[config.mk]
export PLATFORM = sky130hd
export DESIGN_NAME = word_packer
export DESIGN_NICKNAME = d
export VERILOG_FILES = /design/src/rtl/word_packer_pkg.sv /design/src/rtl/valid_delay.sv /design/src/rtl/word_packer.sv
export SDC_FILE = /design/constraint.sdc
export NUM_CORES = 1
export LEC_CHECK = 0
export CELL_PAD_IN_SITES_DETAIL_PLACEMENT = 0
export CELL_PAD_IN_SITES_GLOBAL_PLACEMENT = 1
export CORE_MARGIN = 2
export CORE_UTILIZATION = 40
export CTS_CLUSTER_DIAMETER = 30
export CTS_CLUSTER_SIZE = 24
export DETAILED_ROUTE_END_ITERATION = 8
export GPL_TIMING_DRIVEN = 0
export PLACE_DENSITY = 0.91
export SLEW_MARGIN = 0
export SYNTH_ARGS = -nofsm -noshare
export SYNTH_HDL_FRONTEND = slang
export SYNTH_HIERARCHICAL = 1
export SYNTH_SLANG_ARGS = --single-unit
[constraint.sdc]
create_clock -name clk -period 11.4 [get_ports clk]
set_input_delay 1.71 -clock clk [delete_from_list [all_inputs] [get_ports clk]]
set_output_delay 1.71 -clock clk [all_outputs]
set_load 0.005 [all_outputs]
[src/rtl/word_packer_pkg.sv]
// Shared definitions for the word packer and the 4-input adder stage it feeds.
// Holds the state encoding, lane count and the default datapath parameters.
package word_packer_pkg;

    typedef enum logic [1:0] {
        IDLE = 2'd0,
        FILL = 2'd1,
        PAD  = 2'd2
    } state_t;

    localparam int LANES             = 4;
    localparam int DEFAULT_WIDTH     = 25;
    localparam int DEFAULT_ADDER_LAT = 2;

endpackage

[src/rtl/valid_delay.sv]
// One-bit shift line of DEPTH flops, used to align a valid strobe with a
// pipelined datapath of the same latency.
module valid_delay #(
    parameter int DEPTH = 2
) (
    input  logic clk,
    input  logic rst,
    input  logic d,
    output logic q
);

    logic [DEPTH-1:0] line;

    always_ff @(posedge clk or posedge rst) begin
        if (rst) begin
            line <= '0;
        end else begin
            line[0] <= d;
            for (int i = 1; i < DEPTH; i++) begin
                line[i] <= line[i-1];
            end
        end
    end

    assign q = line[DEPTH-1];

endmodule

[src/rtl/word_packer.sv]
// Packs a serial stream of signed words into groups of four for the adder
// stage, with zero padding on flush and a latency-matched sum strobe.
module word_packer
    import word_packer_pkg::*;
#(
    parameter int WIDTH     = DEFAULT_WIDTH,
    parameter int ADDER_LAT = DEFAULT_ADDER_LAT,
    parameter int CNT_W     = 16
) (
    input  logic                    clk,
    input  logic                    rst,
    input  logic signed [WIDTH-1:0] in_data,
    input  logic                    in_valid,
    output logic                    in_ready,
    input  logic                    flush,
    output logic signed [WIDTH-1:0] word_0,
    output logic signed [WIDTH-1:0] word_1,
    output logic signed [WIDTH-1:0] word_2,
    output logic signed [WIDTH-1:0] word_3,
    output logic                    group_valid,
    output logic                    sum_valid,
    output logic [CNT_W-1:0]        group_cnt,
    output logic [2:0]              fill_lvl
);

    state_t                  state;
    logic signed [WIDTH-1:0] slot [LANES-1];
    logic                    accept;
    logic                    write_slot;
    logic                    emit;
    logic signed [WIDTH-1:0] slot_data;

    // The last slot never needs storage: the completing word goes straight
    // into the output registers, so groups can run back to back.
    always_comb begin
        in_ready   = !rst && (state != PAD);
        accept     = in_valid && in_ready;
        write_slot = (state == PAD) || accept;
        slot_data  = (state == PAD) ? '0 : in_data;
        emit       = write_slot && (fill_lvl == 3'd3);
    end

    always_ff @(posedge clk or posedge rst) begin
        if (rst) begin
            state       <= IDLE;
            fill_lvl    <= '0;
            group_cnt   <= '0;
            group_valid <= 1'b0;
            word_0      <= '0;
            word_1      <= '0;
            word_2      <= '0;
            word_3      <= '0;
            for (int i = 0; i < LANES - 1; i++) begin
                slot[i] <= '0;
            end
        end else begin
            group_valid <= emit;
            if (emit) begin
                word_0    <= slot[0];
                word_1    <= slot[1];
                word_2    <= slot[2];
                word_3    <= slot_data;
                group_cnt <= group_cnt + CNT_W'(1);
                fill_lvl  <= '0;
                state     <= IDLE;
            end else if (write_slot) begin
                for (int i = 0; i < LANES - 1; i++) begin
                    if (fill_lvl == 3'(i)) begin
                        slot[i] <= slot_data;
                    end
                end
                fill_lvl <= fill_lvl + 3'd1;
                // A flush arriving with a word pads whatever slots remain.
                state    <= ((state == PAD) || flush) ? PAD : FILL;
            end else if (flush && (state == FILL)) begin
                state <= PAD;
            end
        end
    end

    valid_delay #(
        .DEPTH(ADDER_LAT)
    ) u_sum_delay (
        .clk(clk),
        .rst(rst),
        .d  (group_valid),
        .q  (sum_valid)
    );

endmodule

== Yosys cells after proc, flatten, opt, wreduce, memory -nomap -nowiden ==
Cells that the tools add are included.

* Output and inout port bits: 122
* Memory bits (read-only): 0
* Register bits after elaboration: 199
* Input bits: 29
* Memories: 0
* RAM bits: 0
* Logic and storage cells: 41
* Bits in latches: 0

* Bitwise logic cells: 1
* Div/mod/pow operators: 0
* Muxes and demuxes: 7
* Add/subtract/negate cells: 2
* Reductions and logical operators: 13
* Magnitude comparators: 0
* Multipliers: 0
* Shift operators: 0
* Equal/unequal tests: 6

{| class="wikitable"
|+ Operator list
! cell !! count
|-
| 25-bit two-way mux || 1
|-
| 16-bit by 1-bit adder with 16-bit output (second input constant) || 1
|-
| 3-bit AND reduction || 3
|-
| 2-bit two-way mux || 4
|-
| 3-bit by 2-bit equality test with 1-bit output (second input constant) || 2
|-
| 3-bit two-way mux || 2
|-
| 1-bit logical AND || 4
|-
| 3-bit by 1-bit adder with 3-bit output (second input constant) || 1
|-
| 3-bit by 1-bit equality test with 1-bit output (second input constant) || 1
|-
| 3-bit logical NOT || 1
|-
| 3-bit nonzero test || 1
|-
| 2-bit by 1-bit equality test with 1-bit output (second input constant) || 1
|-
| 2-bit equality test (second input constant) || 1
|-
| 1-bit logical OR || 2
|-
| 2-bit inequality test (second input constant) || 1
|-
| 2-bit nonzero test || 1
|-
| 1-bit logical NOT || 1
|-
| 1-bit NOT || 1
|}

== Depth between registers and ports, before layout ==
Gate-level depths: netlist (run 1).

* Depth after elaboration: 7
* Gate-level depth with buffers: 9
* Gate-level depth less buffers: 6

== Modules after synthesis ==
The synthesis (run 1) kept the hierarchy.

{| class="wikitable"
|+ By module, submodules not included
! module !! area each (um^2) !! cells each !! times used
|-
| word_packer || 7498.4 || 768 || 1
|-
| valid_delay || 53.8 || 3 || 1
|}

== Worst setup path before layout (run 1) ==
No wires, ideal clock.

* Path type: input-to-output
* Start point: in rst
* End point: out in_ready
* Path slack: 7.874 ns
* Arrival: 1.816 ns
* Path buffers: 0
* Stages: 1
* Data required time: 9.690 ns
* Cells stage by stage: nor2_1

* Cells in the longest elaborated chain, start to end: 2

{| class="wikitable"
|+ RTL lines
! item !! RTL line !! RTL
|-
| start: declaration || word_packer.sv:11 || <nowiki>input logic rst,</nowiki>
|-
| 1-bit logical NOT (no source line) || n/a ||
|-
| 1-bit logical AND || word_packer.sv:36 || <nowiki>in_ready = !rst && (state != PAD);</nowiki>
|-
| end: declaration || word_packer.sv:14 || <nowiki>output logic in_ready,</nowiki>
|}

Every way passes these cells.

== Worst setup path after layout (run 1) ==
Same ends and word-level chain as after synthesis.

==> impl_metrics.yaml, run 1 <==
power:
  leakage_nw: 4.882
  sequentialPowerShare: 0.424
  p_sw_uw: 907.8
  power_density_nw_per_um2: 267.4
  ir_worst_vdd_v: 0.0001270
  power.share.clock: 0.228
  p_comb_frac: 0.349
  finalPower_mw: 2.669
  p_sw_frac: 0.3402
  internal-power_mw: 1.761
global_routing:
  grt_util_met1: 0.2854
  antenna_found_initial: 0
  grt_pass1_wl_um: 31730
  grt_util_met3: 0.04489
  use_met2: 0.3288
  grt_overflow: 0
  grt_pass1_vias: 5821
  grt_max_degree: 110
  grtUsageTotal: 0.2050
  busiest_layer: "met2"
run_status:
  status: "completed"
timing:
  tightest_slew_ns: 0.6320
  post-route-period-util: 0.4156
  worst_slack_ns: 6.662
  hold_viol: 0
  skew_ns: 0.01124
  setup_viol: 0
  period_minus_slack_ns: 4.738
  fin_setup_tns_ns: 0
  rsz0062_at_grt: "false"
  drv_slew: 0
  relSlewSlack: 0.5787
  max_freq_ghz: 0.2111
synthesis:
  syn_area_sq_um: 7552
  syn_area_per_cell_sq_um: 9.795
  synthesis.nets: 805
  yosysWarnings: 6
  yosysUniqueCellTypes: 29
  seq_area_frac_synth: 0.6594
  synth_seq_cells: 199
  synth_cells: 771
layout:
  drive_gt1_frac: 0.07345
  diodes: 0
  fin_cells: 1187
  fin_area_sq_um: 9981
  multi_input_area_sq_um: 2312
  fillCellCount: 1706
  seq_area_sq_um: 4980
  synthToLayoutAreaGrowth_pct: 32.16
  nNetsFinal: 975
clock_network:
  h-tree-depth: 4
  worstSkewPairLatency_ns: 0.44
  root_buffer: "clkbuf_16"
  postCtsHoldBufs: 0
  cts_made_buffers: 17
  post_cts_resize_count: 0
  clock-sinks: 199
  cts_setup_buffers: 0
  tritoncts: "done"
  clkTransAtPathRegs_ns: 0.07
  clk_path_buf_depth: 2
place:
  place_ws_ns: 6.659
  placed_cell_area_sq_um: 9382
  dp.cells: 1156
  gp_congestion: 0.7474
  port_buffers: 150
  post-dp-hpwl_um: 13630
floorplan:
  die_x_um: 141.4
  num_rows: 50
  core_area_sq_um: 18640
  initial_core_util: 0.4051
  ioPinCount: 151
  fp.dieArea_sq_um: 20000
  die_y_um: 141.4
worst_setup_path:
  worstPathArrival_ns: 3.03
  start_kind: "input port"
  cp.required_ns: 9.69
  endpoint_kind: "primary output"
  crit_type: "input port to primary output"
  crit_fanout: 5
detailed_routing:
  drc: 0
  drt_iter0_drc: 293
  viasPerCell: 4.886
  avgRoutedWirePerCell_um: 16.41
  wirelength_um: 19480
  via_count: 5800
  postRouteAntennaNets: 0
  first_pass_iters: 5
min_path:
  hold_path.class: "flop to flop"
job:
  drv_cap: 0
power groups by stage:
stage                     clock network, mW  registers, mW  logic, mW
after floorplan                           0           1.13      0.415
after global placement                    0           1.14      0.921
after detailed placement                  0           1.14      0.943
after CTS                             0.616           1.13      0.948
after global routing                  0.645           1.17       1.04
final                                 0.607           1.13      0.931
area by class of cell:
class | count | share of cell area
clock buffer | 19 | 0.04538
inverter | 7 | 0.003635
timing repair buffer | 151 | 0.1532
buffer | 42 | 0.02319
sequential | 199 | 0.4989
clock inverter | 12 | 0.01467
tap | 234 | 0.02933
multi-input combinational | 523 | 0.2317
through the flow:
| stage | utilization | hold WS, ns |
|---|---|---|
| after global routing | 0.5354 | 0.3770 |
| after global placement | 0.5013 | 0.3387 |
| final | 0.5354 | 0.3665 |
| after CTS | 0.5354 | 0.3676 |
| after floorplan | - | 0.3312 |
| after detailed placement | 0.5032 | 0.3505 |
critical path, cell delays in order:
cell and delay (ns):
clkdlybuf4s50_1 0.58, nor2_1 0.22, clkdlybuf4s50_1 0.52
kinds of logic (layout without fill, tap and decap cells):
family | Yosys count | after routing | synth area share
buffers and inverters | 49 | 231 | 0.03446
XOR/XNOR | 15 | 15 | 0.01740
AO/OA/AOI/OAI | 114 | 114 | 0.07985
AND/OR/NAND/NOR | 389 | 389 | 0.2006
flip-flops | 199 | 199 | 0.6594
adder cells (fa/ha/maj) | 5 | 5 | 0.008284
path summary, 6_finish.rpt:
kind	from	endpoint	slack (ns)	cells past startpoint
setup reg to reg	state[1]	slot[5]	9.41	5
hold reg to reg	u_sum_delay/line[0]	u_sum_delay/line[1]	0.37	0
hold / removal	u_sum_delay/line[0]	u_sum_delay/line[1]	0.37	0
min in group asynchronous	rst	u_sum_delay/line[0]	1.68	2
setup / recovery	rst	in_ready	6.66	3
max in group asynchronous	rst	word_3[16]	8.57	3
synthesized netlist by cell type:
| master | count | area [sq um] |
|---|---|---|
| a21boi_0 | 1 | 7.510 |
| a21oi_1 | 1 | 5.000 |
| and3_1 | 3 | 18.77 |
| and3b_1 | 1 | 8.760 |
| and4_1 | 2 | 17.52 |
| and4b_1 | 1 | 10.01 |
| buf_2 | 26 | 130.1 |
| buf_4 | 5 | 37.54 |
| buf_6 | 3 | 33.78 |
| clkbuf_1 | 8 | 30.03 |
| dfrtp_1 | 199 | 4980 |
| ha_1 | 5 | 62.56 |
| inv_1 | 6 | 22.52 |
| inv_4 | 1 | 6.260 |
| nand2_1 | 360 | 1351 |
| nand2b_1 | 3 | 18.77 |
| nand3_1 | 4 | 20.02 |
| nand4_1 | 2 | 12.51 |
| nor2_1 | 9 | 33.78 |
| nor2b_1 | 3 | 18.77 |
| nor3_1 | 1 | 5.000 |
| o2111ai_1 | 1 | 8.760 |
| o2111ai_2 | 1 | 15.01 |
| o211ai_1 | 5 | 37.54 |
| o21ai_0 | 92 | 460.4 |
| o21ai_1 | 12 | 60.06 |
| o21ai_2 | 1 | 8.760 |
| xnor2_1 | 7 | 61.31 |
| xor2_1 | 8 | 70.07 |
sequential cells by signal, indices dropped and copies added (netlist names):
| register | flops |
|---|---|
| group_valid | 1 |
| fill_lvl | 3 |
| word_2 | 25 |
| slot | 75 |
| word_0 | 25 |
| word_1 | 25 |
| state | 2 |
| word_3 | 25 |
| u_sum_delay/line | 2 |
| group_cnt | 16 |
metal layers:
layer	up-vias	share of wire	wire length, um
met2	151	0.46	9059
li1	2786	-	-
met3	18	0.052	1004
met5	-	0	0
met1	2845	0.47	9177
met4	0	0.012	240
cells in the final DEF, fill, tap and decap left out, drive strengths merged, types with 2 or more instances in the layout:
cell	count
buf	35
clkdlybuf4s50	150
dfrtp	199
o211ai	5
nand4	2
bufinv	2
xor2	8
nand2	360
nand2b	3
clkinv	6
nor2	9
ha	5
inv	10
o21ai	105
and3	3
o2111ai	2
nor2b	3
clkbuf	27
nand3	4
xnor2	7
and4	2
Power figures use the tool's default switching activity.
==> run 2, diff against run 1 <==
- CORE_UTILIZATION: 40 -> 35
- PLACE_DENSITY: 0.91 -> 0.85
- clock period: 11.4 -> 4.3 ns (I/O delays scaled with it)
==> impl_metrics.yaml, run 2 (synthesis results as in run 1) <==
detailed_routing:
  postRouteAntennaNets: 0
  wirelength_um: 20580
  drt_iter0_drc: 266
  first_pass_iters: 5
  avgRoutedWirePerCell_um: 16.69
  via_count: 5831
  drc: 0
  viasPerCell: 4.729
clock_network:
  h-tree-depth: 4
  clkTransAtPathRegs_ns: 0.08
  postCtsHoldBufs: 0
  cts_made_buffers: 17
  root_buffer: "clkbuf_16"
  worstSkewPairLatency_ns: 0.43
  cts_setup_buffers: 0
  tritoncts: "done"
  clock-sinks: 199
  post_cts_resize_count: 0
  clk_path_buf_depth: 2
power:
  ir_worst_vdd_v: 0.0002823
  finalPower_mw: 7.074
  leakage_nw: 4.897
  power_density_nw_per_um2: 701.5
floorplan:
  core_area_sq_um: 21090
  die_x_um: 150.9
  ioPinCount: 151
  die_y_um: 150.9
  fp.dieArea_sq_um: 22770
  num_rows: 53
  initial_core_util: 0.3581
global_routing:
  grt_pass1_vias: 5775
  grt_overflow: 0
  antenna_found_initial: 0
  grt_pass1_wl_um: 31910
  grtUsageTotal: 0.1866
  grt_max_degree: 40
worst_setup_path:
  start_kind: "input port"
  crit_fanout: 5
  cp.required_ns: 3.65
  worst_r2r_endpoint: "word_1[2]"
  ff2ff_path_depth: 8
  r2r_slack_ns: 2.29
  reg2reg_from: "fill_lvl[0]"
  crit_type: "input port to primary output"
  worstPathArrival_ns: 1.89
  endpoint_kind: "primary output"
layout:
  fillCellCount: 2043
  post-route-util: 0.4782
  diodes: 0
  largest_register: "slot"
  synthToLayoutAreaGrowth_pct: 33.52
  fin_area_sq_um: 10080
  layout_commonest_cell: "nand2_1"
  nNetsFinal: 979
  largest_register_ffs: 75
  drive_gt1_frac: 0.07724
  most-common-layout-cells: "nand2_1, dfrtp_1, clkdlybuf4s50_1"
  fin_cells: 1233
place:
  place_ws_ns: 1.446
  post-dp-hpwl_um: 14660
  port_buffers: 150
  dp.cells: 1201
  placed_cell_area_sq_um: 9502
  gp_congestion: 0.7674
timing:
  hold_viol: 0
  drv_slew: 0
  setup_viol: 0
  tightest_slew_ns: 0.8069
  post-route-period-util: 0.5905
  worst_slack_ns: 1.761
  period_minus_slack_ns: 2.539
  max_freq_ghz: 0.3939
  skew_ns: 0.01036
  holdWs_ns: 0.3772
  fin_setup_tns_ns: 0
  rsz0062_at_grt: "false"
  relSlewSlack: 0.4609
run_status:
  status: "completed"
min_path:
  hold_path.class: "flop to flop"
  hold_path_depth: 0
  hp-start: "u_sum_delay/line[0]"
  hold_end: "u_sum_delay/line[1]"
job:
  drv_cap: 0
==> run 2: changes by cell type in the layout (fill, tap and decap cells not counted), sizes merged <==
cell | previous run | this run
inv | 10 | 11
buf | 35 | 39
clkinvlp | 1 | 3
clkinv | 6 | 5
bufinv | 2 | 1
==> run 2: worst max-delay path by stage <==
stage / slack (ns) / end / start
global placement: -0.64 / word_3[18] / rst
detailed placement: 1.45 / slot[7] / rst
CTS: 1.75 / in_ready / rst
floorplan: 1.11 / fill_lvl[0] / rst
global route: 1.71 / in_ready / rst
finish: 1.76 / in_ready / rst
==> run 2: report_power, final <==
| group | internal (mW) | switching [mW] |
|---|---|---|
| Sequential | 2.59 | 0.411 |
| Clock | 0.833 | 0.740 |
| Combinational | 1.19 | 1.31 |
| Total | 4.61 | 2.46 |
==> run 2: per-layer routing <==
| metal | GRT usage | routed length [um] | up-vias | part of all wire |
|---|---|---|---|---|
| met2 | 0.3020 | 9840 | 135 | 0.48 |
| li1 | - | - | 2800 | - |
| met3 | 0.04428 | 941 | 16 | 0.046 |
| met1 | 0.2559 | 9629 | 2880 | 0.47 |
| met5 | 0 | 0 | - | 0 |
| met4 | 0.04393 | 164 | 0 | 0.0080 |
==> run 2: area by class of cell <==
class,count,area (sq um),area share
flip-flops and latches,199,4980,0.4939
clock inverters,13,138.9,0.01377
repair buffers,155,1602,0.1588
well taps,275,344.1,0.03412
clock buffers,19,442.9,0.04393
inverters,7,32.53,0.003226
plain buffers,42,231.5,0.02296
multi-input cells,523,2312,0.2293
==> run 2: critical path: stages <==
cell             delay, ns
clkdlybuf4s50_1       0.53
nor2_1                0.19
clkdlybuf4s50_1       0.53
==> run 3, diff against run 2 <==
- clock period: 4.3 -> 2.2 ns (I/O delays scaled with it)
==> impl_metrics.yaml, run 3 (synthesis results as in run 1) <==
run_status:
  status: "completed"
worst_setup_path:
  path_delay_family: "buffers and inverters"
  cp.required_ns: 2.49
  slowest_delay_ns: 0.61
  critPathBufInv: 3
  crit_end: "slot[7]"
  ff2ff_path_depth: 5
  reg2reg_from: "state[1]"
  worst_r2r_endpoint: "slot[7]"
  r2r_slack_ns: 0.22
  worst-path-stages: 6
  crit_fanout: 10
  crit_type: "input port to flop"
  endpoint_kind: "flop"
  critPathSlowestCell: "clkdlybuf4s50_1"
  critical_path.startpoint: "rst"
  start_kind: "input port"
  path_cells: "clkdlybuf4s50_1 -> nor2b_1 -> buf_2 -> o211ai_1 -> clkbuf_1 -> o21ai_0"
  worstPathArrival_ns: 2.33
global_routing:
  grt_max_degree: 40
  grt_overflow: 0
  antenna_found_initial: 0
  grt_pass1_wl_um: 31910
  grtUsageTotal: 0.1866
  grt_pass1_vias: 5775
timing:
  tightest_slew_ns: 0.8041
  skew_ns: 0.009564
  rsz0062_at_grt: "false"
  period_minus_slack_ns: 2.037
  setup_viol: 0
  holdWs_ns: 0.2292
  drv_slew: 0
  relSlewSlack: 0.4628
  post-route-period-util: 0.9259
  hold_viol: 0
  worst_slack_ns: 0.1629
  max_freq_ghz: 0.4909
power:
  leakage_nw: 4.910
  ir_worst_vdd_v: 0.0005519
  finalPower_mw: 13.83
  power_density_nw_per_um2: 1370
floorplan:
  num_rows: 53
  core_area_sq_um: 21090
  ioPinCount: 151
  fp.dieArea_sq_um: 22770
  die_x_um: 150.9
  die_y_um: 150.9
  initial_core_util: 0.3581
detailed_routing:
  highest_layer: "met4"
  postRouteAntennaNets: 0
  wl_met2_um: 9855
  route.met3.wl_um: 973
  drt_iter0_drc: 272
  viasPerCell: 4.732
  first_pass_iters: 4
  drc: 0
  drt-met1-wl_um: 9579
  avgRoutedWirePerCell_um: 16.69
  wirelength_um: 20570
  via_count: 5835
min_path:
  hold_path.class: "input port to asynchronous set/reset pin"
layout:
  layout_commonest_cell: "nand2_1"
  largest_register_ffs: 75
  diodes: 0
  drive_gt1_frac: 0.07829
  synthToLayoutAreaGrowth_pct: 33.58
  largest_register: "slot"
  most-common-layout-cells: "nand2_1, dfrtp_1, clkdlybuf4s50_1"
  nNetsFinal: 979
  fillCellCount: 2044
clock_network:
  cts_setup_buffers: 0
  post_cts_resize_count: 0
  clock-sinks: 199
  clk_path_buf_depth: 2
  clkTransAtPathRegs_ns: 0.08
  cts_made_buffers: 17
  worstSkewPairLatency_ns: 0.43
  tritoncts: "done"
  root_buffer: "clkbuf_16"
  h-tree-depth: 4
  postCtsHoldBufs: 0
job:
  drv_cap: 0
place:
  port_buffers: 150
  gp_congestion: 0.7674
  place_ws_ns: -0.3390
  post-dp-hpwl_um: 14660
## run 3: changes by cell type in the layout (fill, tap and decap cells not counted), sizes merged
cell	before	now
clkdlybuf4s50	150	149
dlymetal6s2s	0	1
## run 3: area by class of cell
class | count | area, sq um | share of cell area
multi-input cells | 523 | 2315 | 0.2294
well taps | 275 | 344.1 | 0.03411
clock buffers | 19 | 442.9 | 0.04390
inverters | 7 | 32.53 | 0.003225
clock inverters | 13 | 138.9 | 0.01377
repair buffers | 155 | 1604 | 0.1590
plain buffers | 42 | 231.5 | 0.02294
flip-flops and latches | 199 | 4980 | 0.4936
## run 3: through the flow
| step | instances | instance area [sq um] | utilization | setup TNS, ns |
|---|---|---|---|---|
| global placement | 1196 | 9402 | 0.4458 | -486.04 |
| CTS | 1233 | 10080 | 0.4782 | 0 |
| detailed placement | 1201 | 9502 | 0.4506 | -13.61 |
| floorplan | 771 | 7556 | - | -133.25 |
| global route | 1233 | 10090 | 0.4784 | 0 |
| finish | 1233 | 10090 | 0.4784 | 0 |
## run 3: report_power, final
group	switching, mW	internal [mW]
registers	0.805	5.06
logic	2.56	2.33
clock network	1.45	1.63
## run 3: worst min path at each step
stage / start / to / cells after the start
finish: rst / u_sum_delay/line[0] / 2
global route: rst / u_sum_delay/line[0] / 2
CTS: rst / u_sum_delay/line[1] / 2
detailed placement: u_sum_delay/line[0] / u_sum_delay/line[1] / 0
global placement: u_sum_delay/line[0] / u_sum_delay/line[1] / 0
floorplan: rst / u_sum_delay/line[0] / 1
## run 3: routing by layer
layer	global-route usage	vias to the layer above
met1	0.2559	2883
li1	-	2800
met5	0	-
met2	0.3020	136
met4	0.04393	0
met3	0.04428	16
